`config.mk`:
```
export PLATFORM = sky130hd
export DESIGN_NAME = mac_writeback
export DESIGN_NICKNAME = d
export VERILOG_FILES = /design/src/rtl/mac_writeback.sv
export SDC_FILE = /design/constraint.sdc
export NUM_CORES = 1
export LEC_CHECK = 0
export CAP_MARGIN = 30
export CORE_MARGIN = 2
export CORE_UTILIZATION = 55
export DETAILED_ROUTE_END_ITERATION = 6
export PLACE_DENSITY = 0.77
export RECOVER_POWER = 25
export REMOVE_ABC_BUFFERS = 1
export SLEW_MARGIN = 20
export SYNTH_ARGS = -nofsm -noshare
export SYNTH_HDL_FRONTEND = slang
export SYNTH_SLANG_ARGS = --single-unit
```
`constraint.sdc`:
```
create_clock -name clk -period 2.9 [get_ports clk]
set_input_delay 0.435 -clock clk [delete_from_list [all_inputs] [get_ports clk]]
set_output_delay 0.435 -clock clk [all_outputs]
set_load 0.02 [all_outputs]
```
`src/rtl/mac_writeback.sv`:
```
// rtl/mac_writeback.sv - MAC result collector: tag pipe, result FIFO, memory write port, issue stall
//
// Ports:
//   clk, arst_n_in      clock (rising edge), asynchronous active-low reset
//   clear               synchronous flush of tags, FIFO, write counter and error flag
//   mac_advance         MAC pipeline enable for this cycle
//   mac_last_in         operand set issued this cycle closes its accumulation
//   mac_out, mac_ch_out MAC result and channel tag at the pipeline output
//   stall_out           issuer must not advance while high
//   mem_we, mem_addr, mem_wdata, mem_ready   valid/ready write port (FIFO head)
//   written_count       completed writes, wraps at 2^16
//   overflow_err        sticky: a result arrived while the FIFO was full
module mac_writeback #(
    parameter int OUTPUT_WIDTH = 16,
    parameter int CH_WIDTH     = 32,
    parameter int LATENCY      = 4,
    parameter int FIFO_DEPTH   = 4,
    parameter int ADDR_WIDTH   = 16
) (
    input  logic                    clk,
    input  logic                    arst_n_in,
    input  logic                    clear,
    input  logic                    mac_advance,
    input  logic                    mac_last_in,
    input  logic [OUTPUT_WIDTH-1:0] mac_out,
    input  logic [CH_WIDTH-1:0]     mac_ch_out,
    output logic                    stall_out,
    output logic                    mem_we,
    output logic [ADDR_WIDTH-1:0]   mem_addr,
    output logic [OUTPUT_WIDTH-1:0] mem_wdata,
    input  logic                    mem_ready,
    output logic [15:0]             written_count,
    output logic                    overflow_err
);

    localparam int PTR_W = $clog2(FIFO_DEPTH);
    localparam int CNT_W = PTR_W + 1;
    localparam int SUM_W = $clog2(FIFO_DEPTH + LATENCY + 1) + 1;

    logic [LATENCY-1:0]    tag;
    logic                  fresh;
    logic [PTR_W-1:0]      wr_ptr;
    logic [PTR_W-1:0]      rd_ptr;
    logic [CNT_W-1:0]      count;
    logic [ADDR_WIDTH-1:0] addr_mem [FIFO_DEPTH];
    logic [OUTPUT_WIDTH-1:0] data_mem [FIFO_DEPTH];

    logic                  capture;
    logic                  full;
    logic                  pop;
    logic                  push;
    logic                  drop;
    logic [SUM_W-1:0]      outstanding;

    // Only the address bits of the channel tag are stored.
    generate
        if (CH_WIDTH > ADDR_WIDTH) begin : g_unused_ch
            logic unused_ch;
            assign unused_ch = ^mac_ch_out[CH_WIDTH-1:ADDR_WIDTH];
        end
    endgenerate

    // A result sitting in the last tag stage is only valid in the cycle right
    // after the advance that moved it there; fresh qualifies that, so an idle
    // MAC never re-captures the same result.
    assign capture = fresh & tag[LATENCY-1];
    assign full    = (count == CNT_W'(FIFO_DEPTH));
    assign mem_we  = (count != '0);
    assign pop     = mem_we & mem_ready;
    assign push    = capture & (~full | pop);
    assign drop    = capture & full & ~pop;

    assign mem_addr  = addr_mem[rd_ptr];
    assign mem_wdata = data_mem[rd_ptr];

    // Results still inside the MAC (including one about to be captured) each
    // reserve a FIFO slot, so the stall never lets a finished result be lost.
    always_comb begin
        outstanding = SUM_W'(capture);
        for (int i = 0; i < LATENCY - 1; i++) begin
            outstanding = outstanding + SUM_W'(tag[i]);
        end
    end

    assign stall_out = (SUM_W'(count) + outstanding) >= SUM_W'(FIFO_DEPTH);

    always_ff @(posedge clk or negedge arst_n_in) begin
        if (!arst_n_in) begin
            tag   <= '0;
            fresh <= 1'b0;
        end else if (clear) begin
            tag   <= '0;
            fresh <= 1'b0;
        end else begin
            fresh <= mac_advance;
            if (mac_advance) begin
                tag <= {tag[LATENCY-2:0], mac_last_in};
            end
        end
    end

    always_ff @(posedge clk or negedge arst_n_in) begin
        if (!arst_n_in) begin
            wr_ptr        <= '0;
            rd_ptr        <= '0;
            count         <= '0;
            written_count <= '0;
            overflow_err  <= 1'b0;
            for (int i = 0; i < FIFO_DEPTH; i++) begin
                addr_mem[i] <= '0;
                data_mem[i] <= '0;
            end
        end else if (clear) begin
            wr_ptr        <= '0;
            rd_ptr        <= '0;
            count         <= '0;
            written_count <= '0;
            overflow_err  <= 1'b0;
        end else begin
            if (push) begin
                addr_mem[wr_ptr] <= mac_ch_out[ADDR_WIDTH-1:0];
                data_mem[wr_ptr] <= mac_out;
                wr_ptr           <= wr_ptr + 1'b1;
            end
            if (pop) begin
                rd_ptr        <= rd_ptr + 1'b1;
                written_count <= written_count + 16'd1;
            end
            if (push && !pop) begin
                count <= count + 1'b1;
            end else if (pop && !push) begin
                count <= count - 1'b1;
            end
            if (drop) begin
                overflow_err <= 1'b1;
            end
        end
    end

endmodule

```
== Yosys cells after proc, flatten, opt, wreduce, memory -nomap -nowiden ==
Cells that the tools add are included.

* Register bits after elaboration: 157
* Latch bits: 0
* Memory bits (writable): 0
* Memory bits (read-only): 0
* Bits of input ports: 54
* Output and inout bits: 51
* Logic and storage cells: 76
* Memories kept: 0

* Add/sub/neg operators: 9
* $mul: 0
* Div/mod/pow operators: 0
* Magnitude comparators: 4
* Eq/ne operators: 1
* Shift operators: 0
* Mux-type cells: 24
* Bitwise logic cells: 11
* Reductions and logical operators: 12

{| class="wikitable"
|+ Operators by type and width
! cell !! number
|-
| $bwmux W64 || 2
|-
| $mux W16 || 7
|-
| $bmux W16 S2 || 2
|-
| $demux W16 S2 || 1
|-
| $add A16 B1 Y16 const B || 1
|-
| $mux W3 || 3
|-
| $mux W2 || 4
|-
| $mux W4 || 2
|-
| $reduce_bool A2 Y1 || 4
|-
| $ge A3 B3 Y1 const B || 2
|-
| $not A2 Y3 || 2
|-
| $reduce_bool A3 Y1 || 2
|-
| $add A3 B4 Y5 || 1
|-
| $and A1 B1 Y1 || 5
|-
| $ge A5 B3 Y1 const B || 1
|-
| $add A2 B1 Y2 const B || 2
|-
| $add A3 B1 Y4 || 1
|-
| $add A2 B1 Y3 || 1
|-
| $add A3 B1 Y3 const B || 1
|-
| $eq A3 B3 Y1 const B || 1
|-
| $logic_and A1 B1 Y1 || 3
|-
| $lt A3 B1 Y1 const B || 1
|-
| $mux W1 || 3
|-
| $not A1 Y1 || 3
|-
| 5 further kinds || 6
|}

== Logic depth before layout (Yosys ltp) ==
* Depth in word-level cells: 9
* Depth in mapped cells: 7
* Mapped depth without buffers: 6

== Least setup slack after synthesis ==
No wires, ideal clock.

* Path type: register to output
* From: reg tag[0]
* To: out stall_out
* Arrival: 1.665 ns
* Data required time: 2.465 ns
* Path slack: 0.800 ns
* Cell stages (with the launch flop): 5
* Path buffers: 0
* Cell sequence: dfrtp_1 -> fa_1 -> ha_1 -> a21o_1 -> a211o_1

* Cells in the longest elaborated chain, start to end: 5

{| class="wikitable"
|+ RTL lines
! element !! line !! text
|-
| start, declared || 40 || <nowiki>logic [LATENCY-1:0] tag;</nowiki>
|-
| start signal, assigned || 97 || <nowiki>tag <= {tag[LATENCY-2:0], mac_last_in};</nowiki>
|-
| $add A1 B1 Y2 || 81 || <nowiki>outstanding = outstanding + SUM_W'(tag[i]);</nowiki>
|-
| $add A2 B1 Y3 || 81 ||
|-
| $add A3 B1 Y4 || 81 ||
|-
| $add A3 B4 Y5 || 85 || <nowiki>assign stall_out = (SUM_W'(count) + outstanding) >= SUM_W'(FIFO_DEPTH);</nowiki>
|-
| $ge A5 B3 Y1 || 85 ||
|-
| end, declared || 27 || <nowiki>output logic stall_out,</nowiki>
|}

No other way between the ends.

== Final worst setup path ==
Ends and elaborated chain as after synthesis.

==> impl_results.md <==
* Netlist cell types at 43
* Fin area at 9310 um2
* Grt ovf at 0
* Area fraction of the dominant cell type after synthesis at between 50% and 60%
* Post-Route Skew at 0.00716 ns
* Largest net degree at the start of global routing at 62
* Post-synth EDFFs at 0
* Via count at ~4,300
* Max incr delay on CP at between 0.5 and 0.6 ns
* Wire per inst at 19.8 um
* Post-synthesis area per instance at between 15 and 20 um2
* Max-cap violations at 0
* Sum Neg Setup Slack at 0 ns
* Final period util at between 90% and 100%
* Initial antenna violation count at 0
* Clock Latency Late Sink at 0.42 ns
* Port bufs at about 90
* DR DRC count at 0
* N_diodes at 0
* Post-layout min period at 2.81 ns
* Setup bufs post-CTS at 0
* Layout cells sized above 1 at 37.8%
* Total clock sinks at around 160
* Actual slew at the worst max-slew pin at 1.47 ns
* First-pass detailed-route iteration total at 5
* Vias per inst at between 5 and 6
* Crit path launch type: flip-flop
* Max VDD drop at 0.000413 V
* Crit path kind: flip-flop to output pin
* Critical Path Start: tag[0]$_DFFE_PN0P_
* Post-synthesis cell count at 480
* TritonCTS clock tree: yes
* Post-DP HPWL at 9.67 mm
* Min-delay src: data_mem[14]$_DFFE_PN0P_
* Top Family by Delay on Critical Path: adder cells
* CTS Root Cell: clkbuf_16
* Core ar. at 13,800 um2
* Die Height at about 120 um
* CP Capture Type: output pin
* Crit Reg-Reg Startpoint: count[0]$_DFFE_PN0P_
* H-tree depth at 4
* NumNets Final at around 640
* Antenna viol nets, final at 0
* Yosys top cell by area: dfrtp_1
* Top_reg_cell synth: dfrtp_1
* Crit path cell chain: fa_1 > ha_1 > a21o_1 > a211o_1 > dlygate4sd2_1
* Req. time, crit path at about 2.5 ns
* Fmax at 356 MHz
* Clk slew on worst S/H paths at 0.06 ns
* Worst Hold Class: flip-flop to flip-flop
* Fillers at 954
* Sequential fraction of the synthesis area at roughly half
* FFs w/ async S/R, synth at 100%
* Unrepaired setup endpoints after global routing: no
* Area Growth Syn to Fin at 20.0%
* FF+latch count, synth at 157
* Post-DP Area at 8710 um2
* Crit path buf inv count at 1
* First-pass GRT wire length at 25.4 mm
* Vias in the first global route at between 4,000 and 5,000
* I/O Pins at 105
* Worst Path Max Fanout at 3
* Top cells by area, synth: dfrtp_1, mux2_4, mux4_2
* Initial DRC count at 292
* Final Hold Vio Count at 0
* Post-Route WL at 15.2 mm
* Initial cell density of the core at a little under three fifths
* Die Area at between 15,000 and 20,000 um2
* Total track usage at 22.0%
* Setup-failing EPs final at 0
* Deepest clock path buffer count at 2
* Max stage delay cell, worst path: fa_1
* RD Place Congestion at 0.770
* Status: finished, final reports clean
* Relative slew slack at about 2%
* CTS buffer count at 17
* Worst Path Arrival at approximately 2.4 ns
* Pwr dens at 572 nW/um2
* Die X at around 120 um
* Post-Syn Area at 7760 um2
* Yosys warning count at 0
* Final slew viol count at 0
* Row cnt at 43
* Static Leak at about 0.0042 uW
* Fin util at 67.4%
-- cell families after synthesis --
| family | Yosys count | synth area share (%) |
|---|---|---|
| buffers and inverters | 40 | 5.06 |
| AND/OR/NAND/NOR | 73 | 4.93 |
| XOR/XNOR | 11 | 1.24 |
| flip-flops | 157 | 50.6 |
| AO/OA/AOI/OAI | 23 | 1.90 |
| multiplexers | 167 | 34.6 |
| adder cells (fa/ha/maj) | 9 | 1.64 |
-- per-stage QoR --
stage / instances / setup WS, ns / power (uW) / hold slack (ns)
after CTS: 767 / 0.0654 / 5390 / 0.506
after global placement: 735 / 0.259 / 3040 / 0.433
final: 767 / 0.0926 / 5330 / 0.506
after detailed placement: 735 / 0.175 / 3050 / 0.434
after floorplan: 448 / 0.321 / 2730 / 0.139
after global routing: 767 / 0.0106 / 5540 / 0.517
-- cells in the mapped netlist (2+ instances only) --
cell,count
or3_1,4
buf_12,12
xnor2_1,8
fa_1,2
nand2_1,10
dfrtp_1,157
and2_1,4
nand4_1,3
buf_1,2
o311a_1,2
and3_1,2
buf_2,4
o21ai_0,8
clkbuf_1,7
mux4_2,32
a21oi_1,7
mux2i_1,4
nand3_1,6
ha_1,7
buf_6,5
mux2_4,120
nor4_1,3
xor2_1,3
nor2b_1,3
mux2_2,10
nor3_1,5
inv_1,8
nor2_1,27
-- metal layers --
layer / GRT usage, % / vias up / routed length [um]
li1: - / 1932 / -
met1: 29.8 / 2282 / 6830
met2: 35.1 / 100 / 7440
met3: 6.27 / 15 / 775
met4: 5.96 / 0 / 148
met5: 0 / - / 0
-- where the power goes --
group	leakage (uW)	internal, uW	switching (uW)	total (uW)
Clock	0.000299	1450	872	2320
Combinational	0.00173	345	367	712
Sequential	0.00219	2230	63.0	2290
-- area by class of cell --
cell class                 instances  area (um2)  area share (%)
multi-input combinational        283        3450            37.0
clock buffer                      19         443            4.76
sequential                       157        3930            42.2
timing repair buffer             108        1070            11.5
inverter                           8        30.0           0.322
tap                              180         225            2.42
clock inverter                    12         169            1.81
-- registers in the layout (all words and copies together), names as in the netlist --
name / cells
overflow_err: 1
tag: 4
wr_ptr: 2
data_mem: 64
fresh: 1
count: 3
rd_ptr: 2
addr_mem: 64
written_count: 16
-- cells in the final DEF, fill, tap and decap left out, types with 6 or more instances in the layout --
master,n
dfrtp_1,155
mux2_4,120
clkdlybuf4s50_1,85
mux4_2,32
nor2_1,27
clkbuf_16,17
buf_4,12
nand2_1,10
mux2_2,10
inv_1,8
xnor2_1,8
o21ai_0,8
a21oi_1,7
ha_1,7
nand3_1,6
-- path summary, 6_finish.rpt --
path                                            end  slack [ns]  cells after the start
setup reg to reg               count[2]$_DFFE_PN0P_        0.34                      7
setup / recovery                          stall_out        0.09                      5
hold reg to reg            data_mem[14]$_DFFE_PN0P_        0.51                      1
min in group asynchronous   data_mem[0]$_DFFE_PN0P_        0.91                      2
hold / removal             data_mem[14]$_DFFE_PN0P_        0.51                      1
max in group asynchronous     rd_ptr[0]$_DFFE_PN0P_        0.64                      3
-- what timing repair did --
action | 4_1_cts | 5_1_grt
setup endpoints to repair | 1 | 0
resized for setup | 1 | 0
hold buffers | 1 | 0
endpoints found under the hold margin | 7 | 0
Power figures use the tool's default switching activity.
